`src/rtl/mult_coe_ctrl_if.sv`:
```
`default_nettype none
// ============================================================================
//  Module   : mult_coe_ctrl_if
//  Purpose  : Host-side configuration bus of the coefficient controller.
//             The host writes staging coefficients, commits them and
//             observes the busy flag.
//  Revision : 1.0 - initial release
// ============================================================================
interface mult_coe_ctrl_if #(
    parameter int COE_WIDTH = 16,
    parameter int COE_COUNT = 3
);
    localparam int IDX_W = (COE_COUNT > 1) ? $clog2(COE_COUNT) : 1;

    logic                 cfg_wr_i;
    logic [IDX_W-1:0]     cfg_idx_i;
    logic [COE_WIDTH-1:0] cfg_data_i;
    logic                 cfg_commit_i;
    logic                 cfg_busy_o;

    // Host side: drives writes and commits, watches busy
    modport master (
        output cfg_wr_i,
        output cfg_idx_i,
        output cfg_data_i,
        output cfg_commit_i,
        input  cfg_busy_o
    );

    // Controller side
    modport slave (
        input  cfg_wr_i,
        input  cfg_idx_i,
        input  cfg_data_i,
        input  cfg_commit_i,
        output cfg_busy_o
    );
endinterface
`default_nettype wire

```
`src/rtl/mult_coe_ctrl.sv`:
```
`default_nettype none
// ============================================================================
//  Module   : mult_coe_ctrl
//  Purpose  : Coefficient controller for the mult_v1 pixel multiplier.
//             The host fills a staging bank and commits it; the applied set
//             (coe_o) only changes on a frame end (vs_i falling), so a frame
//             is never processed with mixed coefficients.
//  Options  : COE_RAMP_EN - when defined, each frame end moves every
//             coefficient toward its staged value by at most RAMP_STEP.
//  Revision : 1.0 - initial release
// ============================================================================
module mult_coe_ctrl #(
    parameter int                   COE_WIDTH = 16,
    parameter int                   COE_COUNT = 3,
    parameter logic [COE_WIDTH-1:0] COE_INIT  = 16'h400
`ifdef COE_RAMP_EN
    ,
    parameter logic [COE_WIDTH-1:0] RAMP_STEP = 16'h40
`endif
) (
    input  wire logic                           clk,
    input  wire logic                           rst,
    mult_coe_ctrl_if.slave                      cfg,
    input  wire logic                           vs_i,
    output logic [COE_WIDTH*COE_COUNT-1:0]      coe_o,
    output logic                                upd_o
);

    localparam int IDX_W = (COE_COUNT > 1) ? $clog2(COE_COUNT) : 1;
    localparam int VEC_W = COE_WIDTH * COE_COUNT;

    localparam logic [1:0] S_IDLE  = 2'd0;
    localparam logic [1:0] S_ARMED = 2'd1;
`ifdef COE_RAMP_EN
    localparam logic [1:0] S_RAMP  = 2'd2;
`endif

    logic [1:0]       r_state;
    logic [1:0]       w_state_nxt;
    logic             r_vs_q;
    logic             r_busy;
    logic             r_upd;
    logic [VEC_W-1:0] r_stg;
    logic [VEC_W-1:0] r_coe;
    logic [VEC_W-1:0] w_coe_nxt;

    logic             w_fe;
    logic [IDX_W:0]   w_idx_ext;
    logic             w_idx_ok;
    logic             w_stg_we;
    logic             w_apply;
    logic             w_upd_nxt;
    logic             w_busy_nxt;

    // Frame end: stream was active last cycle and is in blanking now
    assign w_fe      = r_vs_q & ~vs_i;
    assign w_idx_ext = {1'b0, cfg.cfg_idx_i};
    assign w_idx_ok  = (w_idx_ext < (IDX_W+1)'(COE_COUNT));

`ifdef COE_RAMP_EN
    logic w_all_eq;

    // Per-lane bounded step toward the staged value; never overshoots
    for (genvar k = 0; k < COE_COUNT; k++) begin : g_lane
        logic [COE_WIDTH-1:0] w_cur;
        logic [COE_WIDTH-1:0] w_tgt;
        logic [COE_WIDTH-1:0] w_nxt;

        assign w_cur = r_coe[COE_WIDTH*k +: COE_WIDTH];
        assign w_tgt = r_stg[COE_WIDTH*k +: COE_WIDTH];

        // Clamp the move to RAMP_STEP in whichever direction is needed
        always_comb begin
            w_nxt = w_tgt;
            if (w_tgt > w_cur) begin
                if ((w_tgt - w_cur) > RAMP_STEP) w_nxt = w_cur + RAMP_STEP;
            end else begin
                if ((w_cur - w_tgt) > RAMP_STEP) w_nxt = w_cur - RAMP_STEP;
            end
        end

        assign w_coe_nxt[COE_WIDTH*k +: COE_WIDTH] = w_nxt;
    end

    // Ramp finishes on the frame end whose step lands on the staged set
    assign w_all_eq = (w_coe_nxt == r_stg);
`else
    // Whole staged set is applied in one step
    assign w_coe_nxt = r_stg;
`endif

    // State register
    always_ff @(posedge clk or negedge rst) begin
        if (!rst) r_state <= S_IDLE;
        else      r_state <= w_state_nxt;
    end

    // Next-state logic: commit arms, frame end applies
    always_comb begin
        w_state_nxt = r_state;
        case (r_state)
            S_IDLE:  if (cfg.cfg_commit_i) w_state_nxt = S_ARMED;
`ifdef COE_RAMP_EN
            S_ARMED: if (w_fe) w_state_nxt = w_all_eq ? S_IDLE : S_RAMP;
            S_RAMP:  if (w_fe && w_all_eq) w_state_nxt = S_IDLE;
`else
            S_ARMED: if (w_fe) w_state_nxt = S_IDLE;
`endif
            default: w_state_nxt = S_IDLE;
        endcase
    end

    // Output decode: staging writes only when idle, updates only on frame end
    always_comb begin
        w_stg_we  = 1'b0;
        w_apply   = 1'b0;
        w_upd_nxt = 1'b0;
        case (r_state)
            S_IDLE: w_stg_we = cfg.cfg_wr_i & w_idx_ok;
            S_ARMED: begin
                w_apply   = w_fe;
`ifdef COE_RAMP_EN
                w_upd_nxt = w_fe & w_all_eq;
`else
                w_upd_nxt = w_fe;
`endif
            end
`ifdef COE_RAMP_EN
            S_RAMP: begin
                w_apply   = w_fe;
                w_upd_nxt = w_fe & w_all_eq;
            end
`endif
            default: ;
        endcase
    end

    assign w_busy_nxt = (w_state_nxt != S_IDLE);

    // Registered frame-valid, busy flag and update pulse
    always_ff @(posedge clk or negedge rst) begin
        if (!rst) begin
            r_vs_q <= 1'b0;
            r_busy <= 1'b0;
            r_upd  <= 1'b0;
        end else begin
            r_vs_q <= vs_i;
            r_busy <= w_busy_nxt;
            r_upd  <= w_upd_nxt;
        end
    end

    // Staging bank: host writes land on the addressed lane
    always_ff @(posedge clk or negedge rst) begin
        if (!rst) begin
            r_stg <= {COE_COUNT{COE_INIT}};
        end else begin
            for (int k = 0; k < COE_COUNT; k++) begin
                if (w_stg_we && (w_idx_ext == (IDX_W+1)'(k)))
                    r_stg[COE_WIDTH*k +: COE_WIDTH] <= cfg.cfg_data_i;
            end
        end
    end

    // Applied coefficient set, changes only on a frame end while armed
    always_ff @(posedge clk or negedge rst) begin
        if (!rst)         r_coe <= {COE_COUNT{COE_INIT}};
        else if (w_apply) r_coe <= w_coe_nxt;
    end

    assign coe_o          = r_coe;
    assign upd_o          = r_upd;
    assign cfg.cfg_busy_o = r_busy;

endmodule
`default_nettype wire

```
`src/flat_wrapper.sv`:
```
// flat-port wrapper written by rule: the top's interface ports become plain ports
module mult_coe_ctrl_flat 
#(
    parameter int                   COE_WIDTH = 16,
    parameter int                   COE_COUNT = 3,
    parameter logic [COE_WIDTH-1:0] COE_INIT  = 16'h400

)
  (clk, rst, vs_i, coe_o, upd_o, cfg_cfg_wr_i, cfg_cfg_idx_i, cfg_cfg_data_i, cfg_cfg_commit_i, cfg_cfg_busy_o);
  mult_coe_ctrl_if #(.COE_WIDTH(COE_WIDTH), .COE_COUNT(COE_COUNT)) cfg_i ();
  input  wire logic clk;
  input  wire logic rst;
  input  wire logic vs_i;
  output logic [COE_WIDTH*COE_COUNT-1:0] coe_o;
  output logic upd_o;
  input wire logic [$bits(cfg_i.cfg_wr_i)-1:0] cfg_cfg_wr_i;
  input wire logic [$bits(cfg_i.cfg_idx_i)-1:0] cfg_cfg_idx_i;
  input wire logic [$bits(cfg_i.cfg_data_i)-1:0] cfg_cfg_data_i;
  input wire logic [$bits(cfg_i.cfg_commit_i)-1:0] cfg_cfg_commit_i;
  output wire logic [$bits(cfg_i.cfg_busy_o)-1:0] cfg_cfg_busy_o;
  assign cfg_i.cfg_wr_i = cfg_cfg_wr_i;
  assign cfg_i.cfg_idx_i = cfg_cfg_idx_i;
  assign cfg_i.cfg_data_i = cfg_cfg_data_i;
  assign cfg_i.cfg_commit_i = cfg_cfg_commit_i;
  assign cfg_cfg_busy_o = cfg_i.cfg_busy_o;
  mult_coe_ctrl #(.COE_WIDTH(COE_WIDTH), .COE_COUNT(COE_COUNT), .COE_INIT(COE_INIT)) u_core (.clk(clk), .rst(rst), .cfg(cfg_i), .vs_i(vs_i), .coe_o(coe_o), .upd_o(upd_o));
endmodule
```
`config.mk`:
```
export PLATFORM = sky130hd
export DESIGN_NAME = mult_coe_ctrl_flat
export DESIGN_NICKNAME = d
export VERILOG_FILES = /design/src/rtl/mult_coe_ctrl_if.sv /design/src/rtl/mult_coe_ctrl.sv /design/src/flat_wrapper.sv
export SDC_FILE = /design/constraint.sdc
export NUM_CORES = 1
export LEC_CHECK = 0
export ABC_AREA = 1
export BUFFER_PORTS_ARGS = -buffer_cell sky130_fd_sc_hd__buf_2
export CORE_MARGIN = 4
export CORE_UTILIZATION = 55
export DETAILED_ROUTE_END_ITERATION = 8
export PLACE_DENSITY = 0.79
export SLEW_MARGIN = 20
export SYNTH_ARGS = -nofsm -noshare
export SYNTH_HDL_FRONTEND = slang
export SYNTH_SLANG_ARGS = --single-unit
```
`constraint.sdc`:
```
create_clock -name clk -period 1.45 [get_ports clk]
set_input_delay 0.3625 -clock clk [delete_from_list [all_inputs] [get_ports clk]]
set_output_delay 0.3625 -clock clk [all_outputs]
set_load 0.01 [all_outputs]
```
==> results of run 1 <==
## final timing paths
path | startpoint | endpoint | cells past startpoint
max in group asynchronous | rst | u_core.r_stg[42] | 3
setup reg to reg | u_core.r_state[1] | u_core.r_stg[13] | 5
min in group asynchronous | rst | u_core.coe_o[20] | 2
setup / recovery | u_core.coe_o[26] | coe_o[26] | 1
hold / removal | vs_i | u_core.r_vs_q | 1
hold reg to reg | u_core.coe_o[10] | u_core.coe_o[10] | 2
## power by group
group	total, uW	switching (uW)	internal, uW
combinational	1410	815	592
sequential	3840	353	3490
clock	2230	914	1320
total	7480	2080	5400
## what timing repair did
| action | 4_1_cts | 5_1_grt |
|---|---|---|
| gates resized for setup | 0 | 1 |
| endpoints found under the setup margin | 0 | 11 |
| hold buffers | 1 | 0 |
| endpoints found under the hold margin | 23 | 0 |
## logic make-up (layout without fill, tap and decap cells)
logic type | Yosys count | in the layout
flops | 101 | 101
simple gates | 305 | 305
other cells | 1 | 1
compound gates | 1 | 1
buf+inv | 27 | 108
## cell type report
| cell class | instances | area, um2 | area share (%) |
|---|---|---|---|
| clock buffers | 11 | 131 | 2.77 |
| inverters | 6 | 22.5 | 0.475 |
| well taps | 96 | 120 | 2.53 |
| repair buffers | 86 | 546 | 11.5 |
| clock inverters | 5 | 125 | 2.64 |
| multi-input cells | 307 | 1260 | 26.6 |
| flip-flops and latches | 101 | 2530 | 53.4 |
## registers in the layout, indices dropped and copies added (netlist names)
register and cells:
u_core.r_vs_q 1, u_core.r_stg 48, u_core.upd_o 1, u_core.coe_o 48, u_core.r_state 2, u_core.cfg.cfg_busy_o 1
## layer usage
metal	vias to the layer above	track usage [%]	wire length [um]
li1	1496	-	-
met1	1483	31.9	4010
met2	91	32.8	4020
met3	16	4.39	456
met4	0	8.06	161
met5	-	0	0
## cell usage in the layout (no fill, tap or decap), drive strengths merged
master	instances
o21ai	1
dfrtp	95
nor2	7
nand2	247
clkbuf	11
dlygate4sd3	1
bufinv	4
inv	6
nand4	3
nand3	48
clkinv	1
conb	1
buf	85
dfstp	6
## metrics by stage
step / worst slack (ns) / cell area (um2) / instances
floorplan: 0.291 / 3950 / 435
global placement: 0.168 / 4470 / 595
detailed placement: 0.0781 / 4470 / 595
CTS: 0.0500 / 4730 / 612
global route: 0.0264 / 4740 / 612
finish: 0.0645 / 4740 / 612
==> metrics.md, run 1 <==
| Metric | Value |
|---|---|
| Status | finished clean |
| Most area-hungry cell type in the Yosys netlist | dfrtp_1 |
| Series of cell instances along the critical path | buf_2 |
| Worst-Skew Late Latency | 0.36 ns |
| Synthesized area per cell | between 9 and 10 um2 |
| Worst setup slack for register-to-register paths | about 0.14 ns |
| First-pass GRT wire length | 14900 um |
| Adder-cell share of the synthesized area | 0% |
| Skew final | 0.0109 ns |
| Final net count | about 530 |
| Register bit count reported by yosys | 101 |
| Setup Buffers After CTS | 0 |
| Slowest stage delay, CP | 0.54 ns |
| Cell with the biggest individual delay on the critical path | dfstp_2 |
| Number of enable-type register cells in the synthesized netlist | 0 |
| Register area share after synthesis | between 60 and 70% |
| Total DRC errors in the routed layout | 0 |
| Combinational family with the most area after synthesis | simple AND/OR/NAND/NOR gates |
| I/O pin cnt | 73 |
| Share of layout cells above drive strength 1 | 22.1% |
| Share of Yosys cell area claimed by the top area cell type | 60.2% |
| Starting utilization of the core area | 57.5% |
| DR iter-0 viols | 301 |
| FMAX | 722 MHz |
| Vertical extent of the die | 92.7 um |
| Tot Pwr | 7480 uW |
| Power density normalized to cell area | 1580 nW/um2 |
| Detailed-routing iteration count for the pre-antenna-repair pass | 5 |
| Xor-xnor portion of the synthesized cell area | 0% |
| CTS sink count | 101 |
| Final Util | ~69% |
| Number of buffers inserted by port buffering | 72 |
| RSZ-0062 raised after global routing | no |
| Number of endpoints with negative hold slack in the final report | 0 |
| Count of final max-slew check failures | 0 |
| Finish-stage setup viols | 0 |
| Site row count | 30 |
| Max Cap Violations | 0 |
| Minimum clock period after layout | 1.39 ns |
| Period Utilization, post-route | between 90% and 100% |
| Dominant register cell in the synthesized netlist | dfrtp_1 |
| Compound-Gate Fraction of Synth Area | 0.127% |
| Global placer's final weighted congestion | 0.889 |
| Worst setup path class | reg -> out |
| Detailed-route wire length | around 8700 um |
| Mux share of post-synthesis cell area | 0% |
| Detailed-placement wirelength estimate | 5880 um |
| Via count normalized by instance count | 5.04 |
| Clock tree from TritonCTS | done |
| WP data arrival | 1.02 ns |
| Root buf cell | clkbuf_8 |
| Number of clock buffers inserted by TritonCTS | 9 |
| Signed area change from the synthesized netlist to the final layout | 20.2% |
| Area of the die | 8600 um2 |
| Number of distinct library cell variants in the gate-level netlist after synthesis | 16 |
| Floorplan Core Area | roughly 6900 um2 |
| Largest delay contributor family on the critical path | flip-flops |
| Highest fanout seen on the critical path | 2 |
| Static leakage | approximately 0.0027 uW |
| Leftover overflow at the end of global routing | 0 |
| Number of buffer and inverter stages on the critical path | 1 |
| Worst hold margin | 0.135 ns |
| Total nets after synthesis | 458 |
| Netlist area before placement | around 3900 um2 |
| CTS max path bufs | 2 |
| Syn. warnings | 0 |
| Number of antenna violations at the first check in global routing | 0 |
| Worst hold path class | in -> reg |
| Drt wl/cell | 14.1 um |
| H-tree depth | 3 |
| Sum Neg Setup Slack | 0 ns |
| Gate count after technology mapping | 435 |
| Fraction of registers with async set/reset | 100% |
| Synthesized-area fraction occupied by and/or/nand/nor cells | 31.6% |
| Area contributors post-synth | dfrtp_1, nand2_1, nand3_1 |
| Required time of the critical path | roughly 1.1 ns |
| Vias in the first global route | roughly 3000 |
| Fill cells | 535 |
| Category of the worst setup path launch point | flip-flop |
| Diode insertion count for antenna repair | 0 |
| Antenna-violating nets left | 0 |
| Die width | around 90 um |
| Gr usage total | between 20 and 25% |
| Endpoint class of the critical path | output port |
| Most repeated cell in the gate-level netlist after synthesis | nand2_1 |
| Leading post-synthesis cells by instance count | nand2_1, dfrtp_1, nand3_1 |
| Maximum number of pins on one net before global-route repair | 49 |
| Worst-path clk slew | 0.09 ns |
| Peak VDD IR | between 800 and 900 uV |
| DR vias | approximately 3100 |
No activity file was read; power rests on OpenSTA's default activity.
==> inputs of run 2 (changes only) <==
--- a/config.mk
+++ b/config.mk
@@ -10,7 +10,7 @@
 export CORE_MARGIN = 4
 export CORE_UTILIZATION = 55
 export DETAILED_ROUTE_END_ITERATION = 8
-export PLACE_DENSITY = 0.79
+export PLACE_DENSITY = 0.81
 export SLEW_MARGIN = 20
 export SYNTH_ARGS = -nofsm -noshare
 export SYNTH_HDL_FRONTEND = slang
==> run 2 against run 1 <==
  * Fmax up 1.4%
  * Combinational power about the same
  * Cell count down 0.16%
  * Hold slack better by 0.014 ns
  * Non-clock buffer count down 1
  * Setup slack better by 0.019 ns
  * Sequential share of layout area up 1.0 points
  * Sequential cell count unchanged
  * Largest power group unchanged
  * Global-route usage up 0.20 points
  * Cell area down 1.9%
  * Critical path type unchanged
  * Wire length down 0.43%
  * Total power down 5.2%
==> metrics.md, run 2 (same netlist as run 1, synthesis figures left out) <==
| Metric | Value |
|---|---|
| Reg-to-reg critical path endpoint | u_core.r_stg[24] |
| Antenna-violating nets left | 0 |
| DR iter-0 viols | 201 |
| Number of buffer and inverter stages on the critical path | 1 |
| Drt wl/cell | 14.1 um |
| Floorplan Core Area | 6870 um2 |
| Flop pwr share | 54.2% |
| Diode insertion count for antenna repair | 0 |
| Vias in the first global route | 3139 |
| Worst setup slack for register-to-register paths | between 0.15 and 0.2 ns |
| Reg-to-reg startpoint | u_core.r_state[1] |
| Total DRC errors in the routed layout | 0 |
| Highest fanout seen on the critical path | 2 |
| Maximum number of pins on one net before global-route repair | 50 |
| First-pass GRT wire length | 15200 um |
| Signed area change from the synthesized netlist to the final layout | 17.9% |
| Internal portion of total power | 5010 uW |
| Category of the worst setup path launch point | flip-flop |
| Clock tree from TritonCTS | done |
| Fill cells | 544 |
| CTS max path bufs | 2 |
| DR vias | 3098 |
| I/O pin cnt | 73 |
| Crit path depth | 1 |
| Share of layout cells above drive strength 1 | 22.1% |
| Gr usage total | 22.1% |
| Number of buffers inserted by port buffering | 72 |
| Most frequent cells in the layout | nand2_1, dfrtp_1, buf_2, nand3_1, clkbuf_8 |
| Worst-path clk slew | 0.09 ns |
| Detail Route met3 WL | ~470 um |
| Cell with the biggest individual delay on the critical path | dfstp_2 |
| Required time of the critical path | 1.09 ns |
| Switching power | slightly above 2000 uW |
| Sum Neg Setup Slack | 0 ns |
| Worst-case reg-to-reg path depth | 4 |
| Endpoint of the most critical setup path | coe_o[42] |
| Number of antenna violations at the first check in global routing | 0 |
| Minimum clock period after layout | approximately 1.4 ns |
| Largest delay contributor family on the critical path | flip-flops |
| Starting utilization of the core area | a little under three fifths |
| FMAX | 732 MHz |
| Root buf cell | clkbuf_8 |
| Worst hold path class | in -> reg |
| Highest layer used for signal routing | met4 |
| Skew final | 0.00917 ns |
| CTS sink count | 101 |
| Series of cell instances along the critical path | buf_2 |
| WP data arrival | 1.00 ns |
| Vertical extent of the die | 92.7 um |
| Max Cap Violations | 0 |
| Detailed-routing wirelength on met1 | 3870 um |
| Area of the die | 8600 um2 |
| Share of power burned in combinational logic | 19.8% |
| Wire length on met2 | 4130 um |
| Detailed-routing iteration count for the pre-antenna-repair pass | 5 |
| Design Area, Final | 4650 um2 |
| RSZ-0062 raised after global routing | no |
| Leading cell type in the layout, fill and taps excluded | nand2_1 |
| Endpoint class of the critical path | output port |
| Status | finished clean |
| Number of clock buffers inserted by TritonCTS | 9 |
| Count of final max-slew check failures | 0 |
| Worst setup path class | reg -> out |
| Via count normalized by instance count | 5.07 |
| Period Utilization, post-route | 94.2% |
| Global placer's final weighted congestion | between 0.8 and 0.9 |
| Detailed-placement wirelength estimate | 5960 um |
| Power density normalized to cell area | between 1500 and 2000 nW/um2 |
| Worst-Skew Late Latency | 0.35 ns |
| Clock power frac | about a quarter |
| Source of the critical timing path | u_core.coe_o[42] |
| Peak VDD IR | 801 uV |
| Static leakage | 0.00270 uW |
| Placed standard-cell area | 4420 um2 |
| Site row count | 30 |
| Slowest stage delay, CP | 0.54 ns |
| Leftover overflow at the end of global routing | 0 |
| Number of endpoints with negative hold slack in the final report | 0 |
| Source of the worst hold timing path | vs_i |
| Sw Ratio | 29.3% |
| Detailed-route wire length | 8620 um |
| Finish-stage setup viols | 0 |
| Die width | 92.7 um |
| Final net count | 533 |
| H-tree depth | 3 |
-- run 2: changes by cell type in the layout (fill, tap and decap cells not counted), sizes merged --
cell / delta
clkbuf: +2
clkinvlp: +1
buf: -1
bufinv: -3
-- run 2: cell type report --
cell class,count,area [um2],share of cell area (%)
Sequential cell,101,2530,54.5
Multi-Input combinational cell,307,1260,27.2
Timing Repair Buffer,85,500,10.8
Clock buffer,13,169,3.63
Tap cell,96,120,2.58
Clock inverter,3,42.5,0.914
Inverter,6,22.5,0.484
-- run 2: worst min path at each step --
stage                            end  slack (ns)  depth (start not counted)
4_1_cts                u_core.r_vs_q        0.14                          1
5_1_grt                u_core.r_vs_q        0.14                          1
6_report               u_core.r_vs_q        0.15                          1
2_1_floorplan  u_core.cfg.cfg_busy_o        0.07                          0
3_3_place_gp        u_core.r_stg[15]        0.27                          1
3_5_place_dp        u_core.r_stg[15]        0.27                          1
-- run 2: metal layers --
layer,up-vias,GRT usage (%)
li1,1498,-
met1,1490,32.3
met2,96,33.4
met3,14,3.66
met4,0,8.55
met5,-,0
-- run 2: power by group through the flow --
stage | Sequential [uW] | Combinational, uW | Clock, uW
6_report | 3840 | 1400 | 1840
5_1_grt | 3920 | 1610 | 2000
4_1_cts | 3840 | 1430 | 1860
3_5_place_dp | 3880 | 1410 | 0
3_3_place_gp | 3870 | 1360 | 0
2_1_floorplan | 4010 | 605 | 0
-- run 2: through the flow --
step                cells  hold slack (ns)  util, %  setup slack (ns)  total power [uW]
floorplan             435           0.0669        -             0.291              4620
global route          611            0.144     67.7            0.0466              7530
finish                611            0.149     67.7            0.0836              7090
detailed placement    594            0.275     64.4            0.0903              5290
CTS                   611            0.135     67.6            0.0634              7140
global placement      594            0.274     64.4             0.163              5230
-- run 2: worst register-to-register path, stage by stage (launching register included) --
cell	delay (ns)
dfrtp_1	0.41
nor2_2	0.26
nand4_4	0.28
nand2_1	0.16
nand2_1	0.06
-- run 2: repair_timing --
item,in CTS,in global routing
setup buffers,0,0
endpoints found under the hold margin,18,0
setup endpoints to repair,0,16
hold buffers,1,0
gates resized for setup,0,1
==> inputs of run 3 (changes only) <==
--- a/config.mk
+++ b/config.mk
@@ -10,6 +10,8 @@
 export CORE_MARGIN = 4
 export CORE_UTILIZATION = 55
 export DETAILED_ROUTE_END_ITERATION = 8
+export GPL_TIMING_DRIVEN = 0
+export MAX_ROUTING_LAYER = met4
 export PLACE_DENSITY = 0.81
 export SLEW_MARGIN = 20
 export SYNTH_ARGS = -nofsm -noshare
==> run 3 against run 2 <==
  * Combinational power is essentially flat
  * Die area is the same
  * Register-to-register slack lost 0.15 ns
  * Clock-buffer cell count shrank 3
  * Critical path type is now reg -> reg
  * Critical endpoint is now u_core.r_stg[14]
==> metrics.md, run 3 (same netlist as run 1, synthesis figures left out) <==
| Metric | Value |
|---|---|
| Max Cap Violations | 0 |
| Starting utilization of the core area | between 50% and 60% |
| Share of layout cells above drive strength 1 | 24.1% |
| Most frequent cells in the layout | nand2_1, dfrtp_1, buf_2, nand3_1, clkbuf_8 |
| Highest fanout seen on the critical path | 10 |
| Antenna-violating nets left | 0 |
| WHS Path Cells | 1 |
| Diode insertion count for antenna repair | 0 |
| Area of the die | 8600 um2 |
| Power density normalized to cell area | 1460 nW/um2 |
| Die width | 92.7 um |
| Peak VDD IR | 705 uV |
| RSZ-0062 raised after global routing | yes |
| Status | finished clean |
| Series of cell instances along the critical path | buf_4 -> nor2_4 -> nand4_4 -> clkbuf_4 -> nand2_1 -> nand2_1 |
| CTS sink count | 101 |
| Relative slew margins | around two thirds |
| Area occupied by registers | 2540 um2 |
| Multi-input gate area in the final layout | 1290 um2 |
| Root buf cell | clkbuf_8 |
| Most Frequent Cell on Critical Path | nand2_1 |
| I/O pin cnt | 73 |
| Worst setup path class | reg -> reg |
| Number of endpoints with negative hold slack in the final report | 0 |
| Detailed-placement wirelength estimate | 6310 um |
| Reg-to-reg critical path endpoint | u_core.r_stg[14] |
| Worst-path clk slew | 0.09 ns |
| Tot Pwr | between 6000 and 7000 uW |
| Total DRC errors in the routed layout | 0 |
| Finish-stage setup viols | 0 |
| Vertical extent of the die | 92.7 um |
| DR iter-0 viols | 221 |
| Static leakage | 0.00273 uW |
| Fill cells | 569 |
| Final net count | ~540 |
| Detailed-routing iteration count for the pre-antenna-repair pass | 5 |
| Endpoint class of the critical path | flip-flop |
| Source of the worst hold timing path | vs_i |
| DR vias | slightly above 3000 |
| WP data arrival | ~1.7 ns |
| Site row count | 30 |
| Leading cell type in the layout, fill and taps excluded | nand2_1 |
| Terminating pin of the worst hold path | u_core.r_vs_q |
| Cell with the biggest individual delay on the critical path | dfrtp_1 |
| Floorplan Core Area | 6870 um2 |
| Slowest stage delay, CP | 0.40 ns |
| Category of the worst setup path launch point | flip-flop |
| H-tree depth | 3 |
| Worst hold path class | in -> reg |
| Worst-Margin Slew | 0.498 ns |
| Placement Setup Slack | -0.00421 ns |
| Leftover overflow at the end of global routing | 0 |
| Clock tree from TritonCTS | done |
| Detailed-route wire length | 8860 um |
| Count of final max-slew check failures | 0 |
| Number of buffers inserted by port buffering | 72 |
| Via count normalized by instance count | 4.98 |
| Number of antenna violations at the first check in global routing | 0 |
| Number of clock buffers inserted by TritonCTS | 9 |
| Largest delay contributor family on the critical path | simple AND/OR/NAND/NOR gates |
| Skew final | roughly 0.0074 ns |
| Worst Setup Slack, final | 0.0278 ns |
| Signed area change from the synthesized netlist to the final layout | 19.1% |
| Drt wl/cell | 14.2 um |
| Worst setup slack for register-to-register paths | 0.03 ns |
| Period Utilization, post-route | 98.1% |
| First-pass GRT wire length | 15000 um |
| Worst-Skew Late Latency | 0.36 ns |
| Maximum number of pins on one net before global-route repair | 76 |
| Reg-to-reg startpoint | u_core.r_state[0] |
| Worst-case reg-to-reg path depth | 6 |
| FMAX | around 700 MHz |
| Gr usage total | between 20% and 30% |
| Required time of the critical path | roughly 1.7 ns |
| Global placer's final weighted congestion | 0.874 |
| Minimum clock period after layout | around 1.4 ns |
| Number of buffer and inverter stages on the critical path | 2 |
| CTS max path bufs | 2 |
| Vias in the first global route | 3187 |
==> run 3: cell types whose count changed in the layout (fill, tap and decap cells not counted), sizes merged <==
cell	change
bufinv	-1
clkbuf	+1
clkinv	+3
buf	+7
clkinvlp	+1
==> run 3: what timing repair did <==
item                       CTS  global route
hold buffers                 1             0
setup endpoints to repair    7            64
cloned                       0             0
setup buffers                0             1
gates resized for setup      1             9
hold endpoints to repair    23             0
==> run 3: worst max path at each step <==
stage / from / to / slack [ns] / depth (start not counted)
2_1_floorplan: u_core.r_state[1] / u_core.r_stg[21] / 0.29 / 5
3_3_place_gp: rst / u_core.coe_o[43] / -0.94 / 1
3_5_place_dp: vs_i / u_core.coe_o[12] / -0.004 / 7
4_1_cts: u_core.r_state[0] / u_core.coe_o[15] / 0.003 / 7
5_1_grt: u_core.r_state[0] / u_core.r_stg[8] / -0.04 / 6
6_report: u_core.r_state[0] / u_core.r_stg[14] / 0.03 / 6
==> run 3: per-layer routing <==
layer  global-route usage, %  share of wire, %
met5                       -                 0
met4                    12.2               2.8
met3                    3.49               5.1
met2                    34.4                47
met1                    29.9                45
==> run 3: where the power goes <==
group / total [uW] / internal, uW / switching [uW]
clock network: 1600 / 664 / 938
registers: 3840 / 3490 / 346
logic: 1430 / 595 / 835
total: 6870 / 4750 / 2120
==> run 3: worst reg2reg max path, delay by kind of cell (launching register included) <==
family | cells | cell delay (ns)
simple gates | 4 | 0.52
flops | 1 | 0.40
buf+inv | 2 | 0.40
==> run 3: layout make-up <==
| class | instances | share of cell area, % |
|---|---|---|
| clock buffers | 10 | 2.93 |
| repair buffers | 75 | 8.76 |
| plain buffers | 21 | 3.03 |
| clock inverters | 6 | 0.825 |
| inverters | 6 | 0.479 |
| well taps | 96 | 2.56 |
| multi-input cells | 307 | 27.5 |
| flip-flops and latches | 101 | 54.0 |
==> run 3: per-stage QoR <==
stage	hold slack [ns]	util [%]	TNS (ns)	instances	instance area [um2]
floorplan	0.0669	-	0	435	3950
global placement	0.455	64.5	-91.65	603	4430
detailed placement	0.242	65.0	-0.00421	604	4460
CTS	0.118	67.7	0	621	4650
global route	0.116	68.4	-0.248	622	4700
finish	0.129	68.4	0	622	4700
